## config.mk

```make
export PLATFORM = sky130hd
export DESIGN_NAME = cavlc_state_controller
export DESIGN_NICKNAME = d
export VERILOG_FILES = /design/src/rtl/cavlc_state_controller.sv
export SDC_FILE = /design/constraint.sdc
export NUM_CORES = 1
export LEC_CHECK = 0
export CORE_AREA = 10 10 99 57
export DETAILED_ROUTE_END_ITERATION = 10
export DIE_AREA = 0 0 109 67
export PLACE_DENSITY_LB_ADDON = 0.08
export SLEW_MARGIN = 20
export SYNTH_ARGS = -nofsm -noshare
export SYNTH_HDL_FRONTEND = slang
export SYNTH_SLANG_ARGS = --single-unit
export TNS_END_PERCENT = 10
```

## constraint.sdc

```tcl
create_clock -name clk -period 5.3 [get_ports clk]
set_input_delay 0.795 -clock clk [delete_from_list [all_inputs] [get_ports clk]]
set_output_delay 0.795 -clock clk [all_outputs]
set_load 0.005 [all_outputs]
```

## src/rtl/cavlc_state_controller.sv

```systemverilog
// cavlc_state_controller: steps one CAVLC residual block through coeff_token, trailing-ones
// signs, level prefix/suffix, total_zeros and run_before, then pulses cavlc_end.
// Latency: one state per cycle when bs_ready is high; Done lasts exactly one cycle.
// Backpressure: every decoding state and all counters hold while bs_ready is low.
//
// Ports:
//   clk, reset_n          clock and asynchronous active-low reset
//   cavlc_start           one-cycle pulse, accepted only in Idle
//   bs_ready              bitstream buffer has >= 16 valid bits
//   TotalCoeff[4:0]       coeff_token result, latched when leaving NumCoeffTrailingOnes_LUT
//   TrailingOnes[1:0]     coeff_token result, sampled in the same cycle as TotalCoeff
//   maxNumCoeff[4:0]      block size, latched on cavlc_start
//   levelSuffixSize[3:0]  suffix length of the current level
//   total_zeros[3:0]      total_zeros LUT output
//   run_before[3:0]       run_before LUT output
//   cavlc_decoder_state   current state code (0..7)
//   i_level, zerosLeft    coefficient index and remaining zeros
//   cavlc_busy            registered, high whenever the state is not Idle
//   cavlc_end             registered, high during the Done cycle only
//   run_err               sticky run_before overflow flag, cleared on cavlc_start

module cavlc_state_controller (
  input  logic       clk,
  input  logic       reset_n,
  input  logic       cavlc_start,
  input  logic       bs_ready,
  input  logic [4:0] TotalCoeff,
  input  logic [1:0] TrailingOnes,
  input  logic [4:0] maxNumCoeff,
  input  logic [3:0] levelSuffixSize,
  input  logic [3:0] total_zeros,
  input  logic [3:0] run_before,
  output logic [3:0] cavlc_decoder_state,
  output logic [3:0] i_level,
  output logic [3:0] zerosLeft,
  output logic       cavlc_busy,
  output logic       cavlc_end,
  output logic       run_err
);

  localparam logic [3:0] S_IDLE        = 4'd0;
  localparam logic [3:0] S_COEFF_TOKEN = 4'd1;
  localparam logic [3:0] S_T1_SIGN     = 4'd2;
  localparam logic [3:0] S_LVL_PREFIX  = 4'd3;
  localparam logic [3:0] S_LVL_SUFFIX  = 4'd4;
  localparam logic [3:0] S_TOTAL_ZEROS = 4'd5;
  localparam logic [3:0] S_RUN_BEFORE  = 4'd6;
  localparam logic [3:0] S_DONE        = 4'd7;

  // State and counters
  logic [3:0] r_state;
  logic [3:0] r_i_level;
  logic [3:0] r_zeros_left;
  logic [4:0] r_total_coeff;
  logic [4:0] r_max_num_coeff;
  logic       r_busy;
  logic       r_end;
  logic       r_run_err;

  // Next-state values
  logic [3:0] w_state_nxt;
  logic [3:0] w_i_level_nxt;
  logic [3:0] w_zeros_left_nxt;
  logic [4:0] w_total_coeff_nxt;
  logic [4:0] w_max_num_coeff_nxt;
  logic       w_run_err_nxt;

  // Arithmetic helpers
  logic [4:0] w_il_inc;       // i_level+1 kept 5 bits wide so 15+1 compares as 16
  logic [3:0] w_il_sat;       // i_level+1 saturated at 15 for storage
  logic [3:0] w_zl_sub;
  logic       w_rb_over;
  logic [3:0] w_post_state;   // post-level decision using the latched TotalCoeff
  logic [3:0] w_after_level;  // where to go once a level has been completed

  assign w_il_inc  = {1'b0, r_i_level} + 5'd1;
  assign w_il_sat  = (r_i_level == 4'hF) ? 4'hF : (r_i_level + 4'd1);
  assign w_rb_over = (run_before > r_zeros_left);
  assign w_zl_sub  = r_zeros_left - run_before;

  // A full block (TotalCoeff == maxNumCoeff) has no zeros to place.
  assign w_post_state  = (r_total_coeff < r_max_num_coeff) ? S_TOTAL_ZEROS : S_DONE;
  assign w_after_level = (w_il_inc < r_total_coeff) ? S_LVL_PREFIX : w_post_state;

  always_comb begin
    w_state_nxt         = r_state;
    w_i_level_nxt       = r_i_level;
    w_zeros_left_nxt    = r_zeros_left;
    w_total_coeff_nxt   = r_total_coeff;
    w_max_num_coeff_nxt = r_max_num_coeff;
    w_run_err_nxt       = r_run_err;

    case (r_state)
      S_IDLE: begin
        if (cavlc_start) begin
          w_state_nxt         = S_COEFF_TOKEN;
          w_max_num_coeff_nxt = maxNumCoeff;
          w_run_err_nxt       = 1'b0;
        end
      end

      S_COEFF_TOKEN: begin
        if (bs_ready) begin
          // TotalCoeff is not latched yet, so decide on the live LUT outputs.
          w_total_coeff_nxt = TotalCoeff;
          w_i_level_nxt     = {2'b00, TrailingOnes};
          if (TotalCoeff == 5'd0) begin
            w_state_nxt = S_DONE;
          end else if (TrailingOnes != 2'd0) begin
            w_state_nxt = S_T1_SIGN;
          end else if (TotalCoeff > {3'b000, TrailingOnes}) begin
            w_state_nxt = S_LVL_PREFIX;
          end else if (TotalCoeff < r_max_num_coeff) begin
            w_state_nxt = S_TOTAL_ZEROS;
          end else begin
            w_state_nxt      = S_DONE;
            w_zeros_left_nxt = 4'd0;
          end
        end
      end

      S_T1_SIGN: begin
        if (bs_ready) begin
          if ({1'b0, r_i_level} < r_total_coeff) begin
            w_state_nxt = S_LVL_PREFIX;
          end else begin
            w_state_nxt = w_post_state;
            if (w_post_state == S_DONE) begin
              w_zeros_left_nxt = 4'd0;
            end
          end
        end
      end

      S_LVL_PREFIX: begin
        if (bs_ready) begin
          if (levelSuffixSize != 4'd0) begin
            w_state_nxt = S_LVL_SUFFIX;
          end else begin
            // No suffix: the prefix alone finishes this level.
            w_i_level_nxt = w_il_sat;
            w_state_nxt   = w_after_level;
            if (w_after_level == S_DONE) begin
              w_zeros_left_nxt = 4'd0;
            end
          end
        end
      end

      S_LVL_SUFFIX: begin
        if (bs_ready) begin
          w_i_level_nxt = w_il_sat;
          w_state_nxt   = w_after_level;
          if (w_after_level == S_DONE) begin
            w_zeros_left_nxt = 4'd0;
          end
        end
      end

      S_TOTAL_ZEROS: begin
        if (bs_ready) begin
          w_zeros_left_nxt = total_zeros;
          w_i_level_nxt    = 4'd0;
          if ((total_zeros != 4'd0) && (r_total_coeff > 5'd1)) begin
            w_state_nxt = S_RUN_BEFORE;
          end else begin
            w_state_nxt = S_DONE;
          end
        end
      end

      S_RUN_BEFORE: begin
        if (bs_ready) begin
          w_i_level_nxt = w_il_sat;
          if (w_rb_over) begin
            // Corrupt run: clamp, flag and terminate the block.
            w_zeros_left_nxt = 4'd0;
            w_run_err_nxt    = 1'b1;
            w_state_nxt      = S_DONE;
          end else begin
            w_zeros_left_nxt = w_zl_sub;
            // The last coefficient never carries a run_before.
            if ((w_zl_sub != 4'd0) && (w_il_inc < (r_total_coeff - 5'd1))) begin
              w_state_nxt = S_RUN_BEFORE;
            end else begin
              w_state_nxt = S_DONE;
            end
          end
        end
      end

      S_DONE: begin
        w_state_nxt = S_IDLE;
      end

      default: begin
        w_state_nxt = S_IDLE;
      end
    endcase
  end

  always_ff @(posedge clk or negedge reset_n) begin
    if (!reset_n) begin
      r_state         <= S_IDLE;
      r_i_level       <= 4'd0;
      r_zeros_left    <= 4'd0;
      r_total_coeff   <= 5'd0;
      r_max_num_coeff <= 5'd0;
      r_busy          <= 1'b0;
      r_end           <= 1'b0;
      r_run_err       <= 1'b0;
    end else begin
      r_state         <= w_state_nxt;
      r_i_level       <= w_i_level_nxt;
      r_zeros_left    <= w_zeros_left_nxt;
      r_total_coeff   <= w_total_coeff_nxt;
      r_max_num_coeff <= w_max_num_coeff_nxt;
      r_run_err       <= w_run_err_nxt;
      // Flags registered from the next state so they line up with r_state.
      r_busy          <= (w_state_nxt != S_IDLE);
      r_end           <= (w_state_nxt == S_DONE);
    end
  end

  assign cavlc_decoder_state = r_state;
  assign i_level             = r_i_level;
  assign zerosLeft           = r_zeros_left;
  assign cavlc_busy          = r_busy;
  assign cavlc_end           = r_end;
  assign run_err             = r_run_err;

endmodule

```

After elaboration in Yosys (flattened, before gate mapping). Index checks and enable logic that the tools add are counted. Widths: inputs -> output; s select.

$add $sub $neg: 4. Magnitude comparators: 8. Equal/unequal tests: 26. Mux-type cells: 46. Reductions and logical operators: 18.

Operators with widths (number): $mux 4 (28); $ne 2x2->1 const B (15); $pmux 4 s7 (1); $pmux 4 s6 (1); $lt 5x5->1 (4); $reduce_bool 4->1 (5); $mux 3 (6); $eq 4x3->1 const B (4); $pmux 4 s4 (1); $reduce_and 14->1 (1); $eq 4x2->1 const B (2); $eq 3x3->1 const B (2); $mux 1 (6); $reduce_and 6->1 (1); $reduce_bool 6->1 (1); $add 4x1->5 const B (1); $gt 5x1->1 const B (1); $gt 5x2->1 (1); $logic_not 5->1 (1); $lt 4x5->1 (1); $sub 5x1->5 const B (1); $add 4x1->4 const B (1); $eq 4x1->1 const B (1); $eq 4x4->1 const B (1); other kinds (11) (15).

Register bits after elaboration: 25. Input bits: 28. Output and inout port bits: 15. Word-level logic and storage cells: 110.

Longest topological paths before layout. Gate-level depths: netlist (run 1).

Depth after elaboration: 8. Depth in mapped cells: 10. Mapped depth without buffers: 10.

Worst setup path after synthesis (run 1). OpenSTA, ideal clock, no wires.

Kind: input port to flip-flop. Start point: input port TrailingOnes[1]. End point: register r_zeros_left[2], in the netlist zerosLeft[2]. Setup time: 0.125 ns. Data arrival time: 2.402 ns. Data required time: 5.175 ns. Path slack: 2.774 ns. Stages: 9. Buffers on the path: 0. Path through: inv_1 ha_1 nor2b_1 o21ai_0 nand3_1 nor2_1 a21oi_1 nor4_4 mux2_2.

Longest elaborated chain between the ends: 3. Elaborated cells on any way between the ends: 5. Classes of those cells: 1 x order compare; 2 x eq/ne; 2 x reduce/logical.

RTL lines: start, declared (RTL line 28) `input logic [1:0] TrailingOnes,`; $gt 5x2->1 or $reduce_bool 2->1 (tied branches) (RTL line 111, 109); $ne 2x2->1 (no source line); $reduce_and 14->1 (no source line) *; end signal, assigned (RTL line 215) `r_zeros_left <= w_zeros_left_nxt;`; end, declared (RTL line 53) `logic [3:0] r_zeros_left;`.

Mark *: on every way between the ends. The rest lies on a longest branch, timed or not. A chain may end at the register's enable or synchronous reset.

Worst setup path in the final report (run 1).
Start point: input port TrailingOnes[1]. End point: register r_zeros_left[3], in the netlist zerosLeft[3].

Same word-level chain as after synthesis.

==> flow_summary.toml, run 1 <==
[status]
status = "finished, final reports clean"

[yosys]
synth.avg_cell_area_sq_um = 8.82
synth_nets = 295
synthMuxAreaShare_pct = 6.86
synth_top_cell_by_area = "dfrtp_1"
yosys-top-cells-area = "dfrtp_1, ha_1, mux2_2"
syn_area_sq_mm = 0.00210
synthXorXnorAreaFrac_pct = 2.92
synth_seq_area_share_pct = 29.8
synth_edf_count = 0
async_flop_share_pct = 100
synth_seq_cells = 25
synthFlopType = "dfrtp_1"
synth_top_family_by_area = "compound AO/OA/AOI/OAI gates"
synthAdderAreaFrac_pct = 17.7
synth.distinct_cells = 44
netlist_instances = 238
synth.yosys.warnings = 0
synth_compound_area_share_pct = 20.5
synth_top_area_share_pct = 29.8
synth_simple_gate_area_share_pct = 17.0

[worst_setup_path]
cp.required_ns = 5.47
cp_max_fo = 4
critPathKind = "in -> reg"
endpoint_kind = "flip-flop"
critPathLaunchType = "input pin"
max_stage_delay_ns = 0.52
crit_slowest_cell = "clkdlybuf4s50_1"
critPathArrivalTime_ns = 3.17
rrSetupSlack_ns = 2.39
path_cells = "clkdlybuf4s50_1, inv_1, ha_1, nor2b_1, o21ai_0, nand3_1, nor2_1, a21oi_1, nor4_4, mux2_2"

[grt]
grt.overflow.total = 0
grt_antenna_before_repair = 0
grt_usage_pct = 14.8
grt_pass1_vias = 1820
grt_pass1_wl_mm = 8.78
grt_max_degree = 26

[sta]
worst_pin_slew_ns = 0.534
slew_headroom_pct = 63.9
final-max-slew-violation-count = 0
grt_setup_unrepaired = "no"
hold_viol_final = 0
max_freq_ghz = 0.333
fin_tns_setup_ns = 0
finalCriticalPeriod_ns = 3.01
fin_skew_ns = 0.00398
post-route-period-util_pct = 56.7
setup_viol = 0

[clocking]
cts_sinks = 25
cts_root_buf = "clkbuf_8"
cts_tree = "yes"
clockBufferDepth = 2
cts-resized-gates = 0
htree_levels = 1
cts_setup_buffers = 0
cts_buffers = 3
insertion_delay_ns = 0.28
cts_hold_buf = 0
path_clk_slew_ns = 0.09

[placed_design]
dp_hpwl_mm = 4.47
gp_congestion = 0.924
dp_cells = 331
port_buffers = 42

[floorplan]
dieHeight_microns = 67
die_w_microns = 109
core-area_sq_mm = 0.00386
io_pins = 43
start_util_pct = 54.3
die_area_sq_mm = 0.00730
num_rows = 16

[route]
routed_wl_mm = 5.40
first_iter_violations = 122
drc_errors = 0
drt_first_pass_iters = 4
drtAntennaViolNets = 0
wl_per_cell_microns = 16.1
via_per_inst = 5.76
vias = 1930

[power_and_ir_drop]
power_uw = 1090
ir_drop_mv = 0.199
power.density_mw_per_mm2 = 418
p_leak_uw = 0.00120

[flow_run]
max_cap_viol_count = 0

[hold_path]
min_path_type = "reg -> reg"

[final_layout]
layout.nets = 339
layout.cells.non_filler = 335
drive_above_1_share_pct = 7.83
fillers = 310
syn_to_final_growth_pct = 24.8
diodes = 0
==> synthesized netlist by cell type, drive strengths merged, types with 2 or more instances <==
cell     n
nand3b   2
a21oi   20
xnor2    5
a21o     7
a41oi    4
inv     22
mux2i    2
nand2   23
a31oi    3
o211ai   3
nand2b   4
dfrtp   25
nor2    14
ha      28
buf      3
mux2    11
a21boi   2
o21ai   19
nor2b    7
xor2     2
nor3     4
nand3    8
==> sequential cells by signal, summed over array words and instances, names as in the netlist <==
register and flops:
run_err 1, r_max_num_coeff 5, r_total_coeff 5, cavlc_busy 1, cavlc_decoder_state 4, cavlc_end 1, zerosLeft 4, i_level 4
==> where the power goes <==
part / total, uW / switching [uW] / internal (uW)
logic: 639 / 334 / 305
registers: 332 / 81.3 / 251
clock network: 123 / 67.4 / 55.3
==> layout make-up <==
cell class	count	area [sq um]	area share (%)
timing repair buffer	43	428	16.3
clock inverter	1	8.76	0.334
multi-input combinational	187	1370	52.1
sequential	25	626	23.9
inverter	22	82.6	3.15
clock buffer	3	41.3	1.58
tap	54	67.6	2.58
==> worst paths after layout <==
path	start	end	cells past startpoint
min reg2reg	run_err$_DFFE_PN0P_	run_err$_DFFE_PN0P_	2
max	TrailingOnes[1]	zerosLeft[3]$_DFFE_PN0P_	10
max reg2reg	i_level[0]$_DFFE_PN0P_	zerosLeft[3]$_DFFE_PN0P_	9
min	run_err$_DFFE_PN0P_	run_err$_DFFE_PN0P_	2
min in group asynchronous	reset_n	r_max_num_coeff[0]$_DFFE_PN0P_	2
max in group asynchronous	reset_n	zerosLeft[0]$_DFFE_PN0P_	2
==> kinds of logic after synthesis <==
kind of cell,count (synthesis)
AOI/OAI and AO/OA,67
xor gates and xnor gates,7
adders and majority gates,29
buffers and inverters,26
DFF,25
muxes,13
other,1
and+or+nand+nor,70
==> cells in the final DEF (no fill, tap or decap), types with 2 or more instances in the layout <==
cell type	synthesis	routed
mux2i_1	2	2
a31oi_1	3	3
nand2b_1	4	4
inv_1	22	22
a21boi_2	2	2
mux2_2	11	11
clkbuf_8	0	3
dfrtp_1	25	25
nor2_1	14	14
nor2b_1	7	7
nand2_1	23	23
a21oi_1	20	20
a41oi_1	4	4
o21ai_0	19	19
nand3_1	8	8
nand3b_1	2	2
ha_1	28	28
o211ai_1	2	2
xnor2_1	5	5
a21o_1	7	7
xor2_1	2	2
nor3_1	4	4
clkdlybuf4s50_1	0	42
==> layer usage <==
layer  vias up  share of wire [%]  track usage [%]
met3         2                8.7             4.32
met2        81                 43             22.7
met5         -                  0                0
met1       911                 48             20.5
met4         0               0.15             1.47
li1        936                  -                -
==> worst max-delay path: cells and delay by family <==
family / cells / cell delay (ns)
muxes: 1 / 0.40
adders and majority gates: 1 / 0.28
buffers and inverters: 2 / 0.58
AOI/OAI and AO/OA: 2 / 0.24
and+or+nand+nor: 4 / 0.88
==> metrics by stage <==
step | setup slack (ns) | util (%) | instance area (sq um) | hold WS [ns]
after floorplan | 2.77 | - | 2100 | 0.473
after global placement | 2.12 | 66.5 | 2570 | 0.470
after detailed placement | 2.00 | 66.5 | 2570 | 0.470
after CTS | 2.29 | 67.8 | 2620 | 0.492
after global routing | 2.10 | 67.8 | 2620 | 0.525
final | 2.29 | 67.8 | 2620 | 0.484
Power figures use the tool's default switching activity.
==> run 2: changes to the inputs <==
--- a/config.mk
+++ b/config.mk
@@ -5,9 +5,9 @@
 export SDC_FILE = /design/constraint.sdc
 export NUM_CORES = 1
 export LEC_CHECK = 0
-export CORE_AREA = 10 10 99 57
+export CORE_AREA = 10 10 101 58
 export DETAILED_ROUTE_END_ITERATION = 10
-export DIE_AREA = 0 0 109 67
+export DIE_AREA = 0 0 111 68
 export PLACE_DENSITY_LB_ADDON = 0.08
 export SLEW_MARGIN = 20
 export SYNTH_ARGS = -nofsm -noshare
==> constraint.sdc (replaced) <==
create_clock -name clk -period 2.77 [get_ports clk]
set_input_delay 0.4155 -clock clk [delete_from_list [all_inputs] [get_ports clk]]
set_output_delay 0.4155 -clock clk [all_outputs]
set_load 0.005 [all_outputs]
==> run 2 against run 1 <==
Total power up 93%. Non-clock buffer count increased by 6. Critical path type is now reg -> reg. Largest power group unchanged. Sequential share of layout area fell by 0.44 points. Register-to-register slack got worse by 2.1 ns.
==> flow_summary.toml, run 2 (same netlist as run 1, synthesis figures left out) <==
[status]
status = "finished, final reports clean"

[final_layout]
largest_registers = "r_max_num_coeff: 5 flops, r_total_coeff: 5 flops"
final_cell_mix = "clkdlybuf4s50_1, ha_1, dfrtp_1"
final_common_cell = "clkdlybuf4s50_1"
syn_to_final_growth_pct = 27.1
layout.nets = 345
drive_above_1_share_pct = 9.76
diodes = 0

[flow_run]
max_cap_viol_count = 0

[clocking]
cts_setup_buffers = 0
clockBufferDepth = 2
cts_hold_buf = 0
cts_sinks = 25
cts_root_buf = "clkbuf_8"
insertion_delay_ns = 0.28
cts_tree = "yes"
path_clk_slew_ns = 0.10
cts_buffers = 3
cts-resized-gates = 0
htree_levels = 1

[grt]
grt_max_degree = 26
grt_pass1_vias = 1834
grt_pass1_wl_mm = 8.87
grt.overflow.total = 0
grt_usage_pct = 14.2
grt_antenna_before_repair = 0

[sta]
post-route-period-util_pct = 91.1
fin_skew_ns = 0.00958
slew_headroom_pct = 63.7
hold_viol_final = 0
final-max-slew-violation-count = 0
fin_ws_ns = 0.246
finalCriticalPeriod_ns = 2.52
grt_setup_unrepaired = "no"
worst_pin_slew_ns = 0.543
setup_viol = 0
timing.hold.ws_ns = 0.498
max_freq_ghz = 0.396

[worst_setup_path]
cp.depth = 10
r2r-start = "i_level[1]$_DFFE_PN0P_"
cp.required_ns = 2.94
cp_max_fo = 5
ff2ff_path_depth = 10
endpoint_kind = "flip-flop"
crit_slowest_cell = "dfrtp_1"
critPathKind = "reg -> reg"
critPathArrivalTime_ns = 2.69
rr_endpoint = "cavlc_busy$_DFF_PN0_"
critPathLaunchType = "flip-flop"
path_delay_family = "adder cells"
path_cells = "ha_1, ha_1, a21o_1, a21oi_1, o21ai_0, buf_4, a41oi_1, nor4b_1, buf_4, nand3_1"
rrSetupSlack_ns = 0.25
max_stage_delay_ns = 0.45
path_buf_inv = 2

[floorplan]
dieHeight_microns = 68
io_pins = 43
core-area_sq_mm = 0.00419
num_rows = 17
die_w_microns = 111
start_util_pct = 50.1
die_area_sq_mm = 0.00755

[power_and_ir_drop]
power.density_mw_per_mm2 = 790
p_leak_uw = 0.00123
ir_drop_mv = 0.440

[route]
drt_first_pass_iters = 4
drc_errors = 0
routed_wl_mm = 5.26
drtAntennaViolNets = 0
via_per_inst = 5.42
first_iter_violations = 173
vias = 1863
wl_per_cell_microns = 15.3

[placed_design]
dpl_worst_slack_ns = -0.0416
port_buffers = 42
dp_hpwl_mm = 4.41
gp_congestion = 0.913

[hold_path]
min_path_type = "in -> async"
[run 2: cell types whose count changed in the layout (fill, tap and decap cells not counted)]
cell	previous run	this run
buf_4	1	7
[run 2: through the flow]
stage                     utilization [%]  area, sq um  total power [uW]  TNS [ns]  std cells
after global placement               62.5         2620              1840         0        340
after CTS                            63.7         2670              2120         0        344
after detailed placement             62.5         2620              1880   -0.0778        340
after global routing                 63.7         2670              2360         0        344
final                                63.7         2670              2110         0        344
after floorplan                         -         2100              1430         0        238
[run 2: layer usage]
metal	GRT usage, %	vias to the layer above	wire [microns]
met1	20.8	838	2770
met4	2.10	0	43
met2	19.9	66	1970
met3	4.71	4	474
li1	-	955	-
met5	0	-	0
[run 2: report_power, final]
group          switching, uW  internal [uW]  total [uW]
Combinational            630            617        1250
Clock                    131            106         236
Sequential               144            479         624
Total                    905           1200        2110
[run 2: worst max-delay path by stage]
stage	slack (ns)	start	end
finish	0.25	i_level[1]$_DFFE_PN0P_	cavlc_busy$_DFF_PN0_
global route	0.02	i_level[1]$_DFFE_PN0P_	cavlc_busy$_DFF_PN0_
CTS	0.21	i_level[1]$_DFFE_PN0P_	cavlc_busy$_DFF_PN0_
detailed placement	-0.04	TrailingOnes[1]	zerosLeft[3]$_DFFE_PN0P_
global placement	0.02	TrailingOnes[1]	zerosLeft[3]$_DFFE_PN0P_
floorplan	0.33	i_level[0]$_DFFE_PN0P_	zerosLeft[2]$_DFFE_PN0P_
[run 2: final cells by class]
cell class,count,area (sq um)
Clock buffer,3,41.3
Clock inverter,1,8.76
Fill cell,391,1520
Inverter,22,82.6
Multi-Input combinational cell,187,1370
Sequential cell,25,626
Tap cell,57,71.3
Timing Repair Buffer,49,473
[run 2: worst register-to-register path: stages (launching register included)]
cell and delay (ns):
dfrtp_1 0.45, ha_1 0.35, ha_1 0.29, a21o_1 0.10
a21oi_1 0.06, o21ai_0 0.30, buf_4 0.19, a41oi_1 0.11
nor4b_1 0.32, buf_4 0.18, nand3_1 0.08
==> run 3: changes to the inputs <==
--- a/config.mk
+++ b/config.mk
@@ -5,6 +5,7 @@
 export SDC_FILE = /design/constraint.sdc
 export NUM_CORES = 1
 export LEC_CHECK = 0
+export ABC_CLOCK_PERIOD_IN_PS = 2770
 export CORE_AREA = 10 10 101 58
 export DETAILED_ROUTE_END_ITERATION = 10
 export DIE_AREA = 0 0 111 68
==> results of run 3 <==
No change in the layout: final DEF, timing and power equal those of run 2.
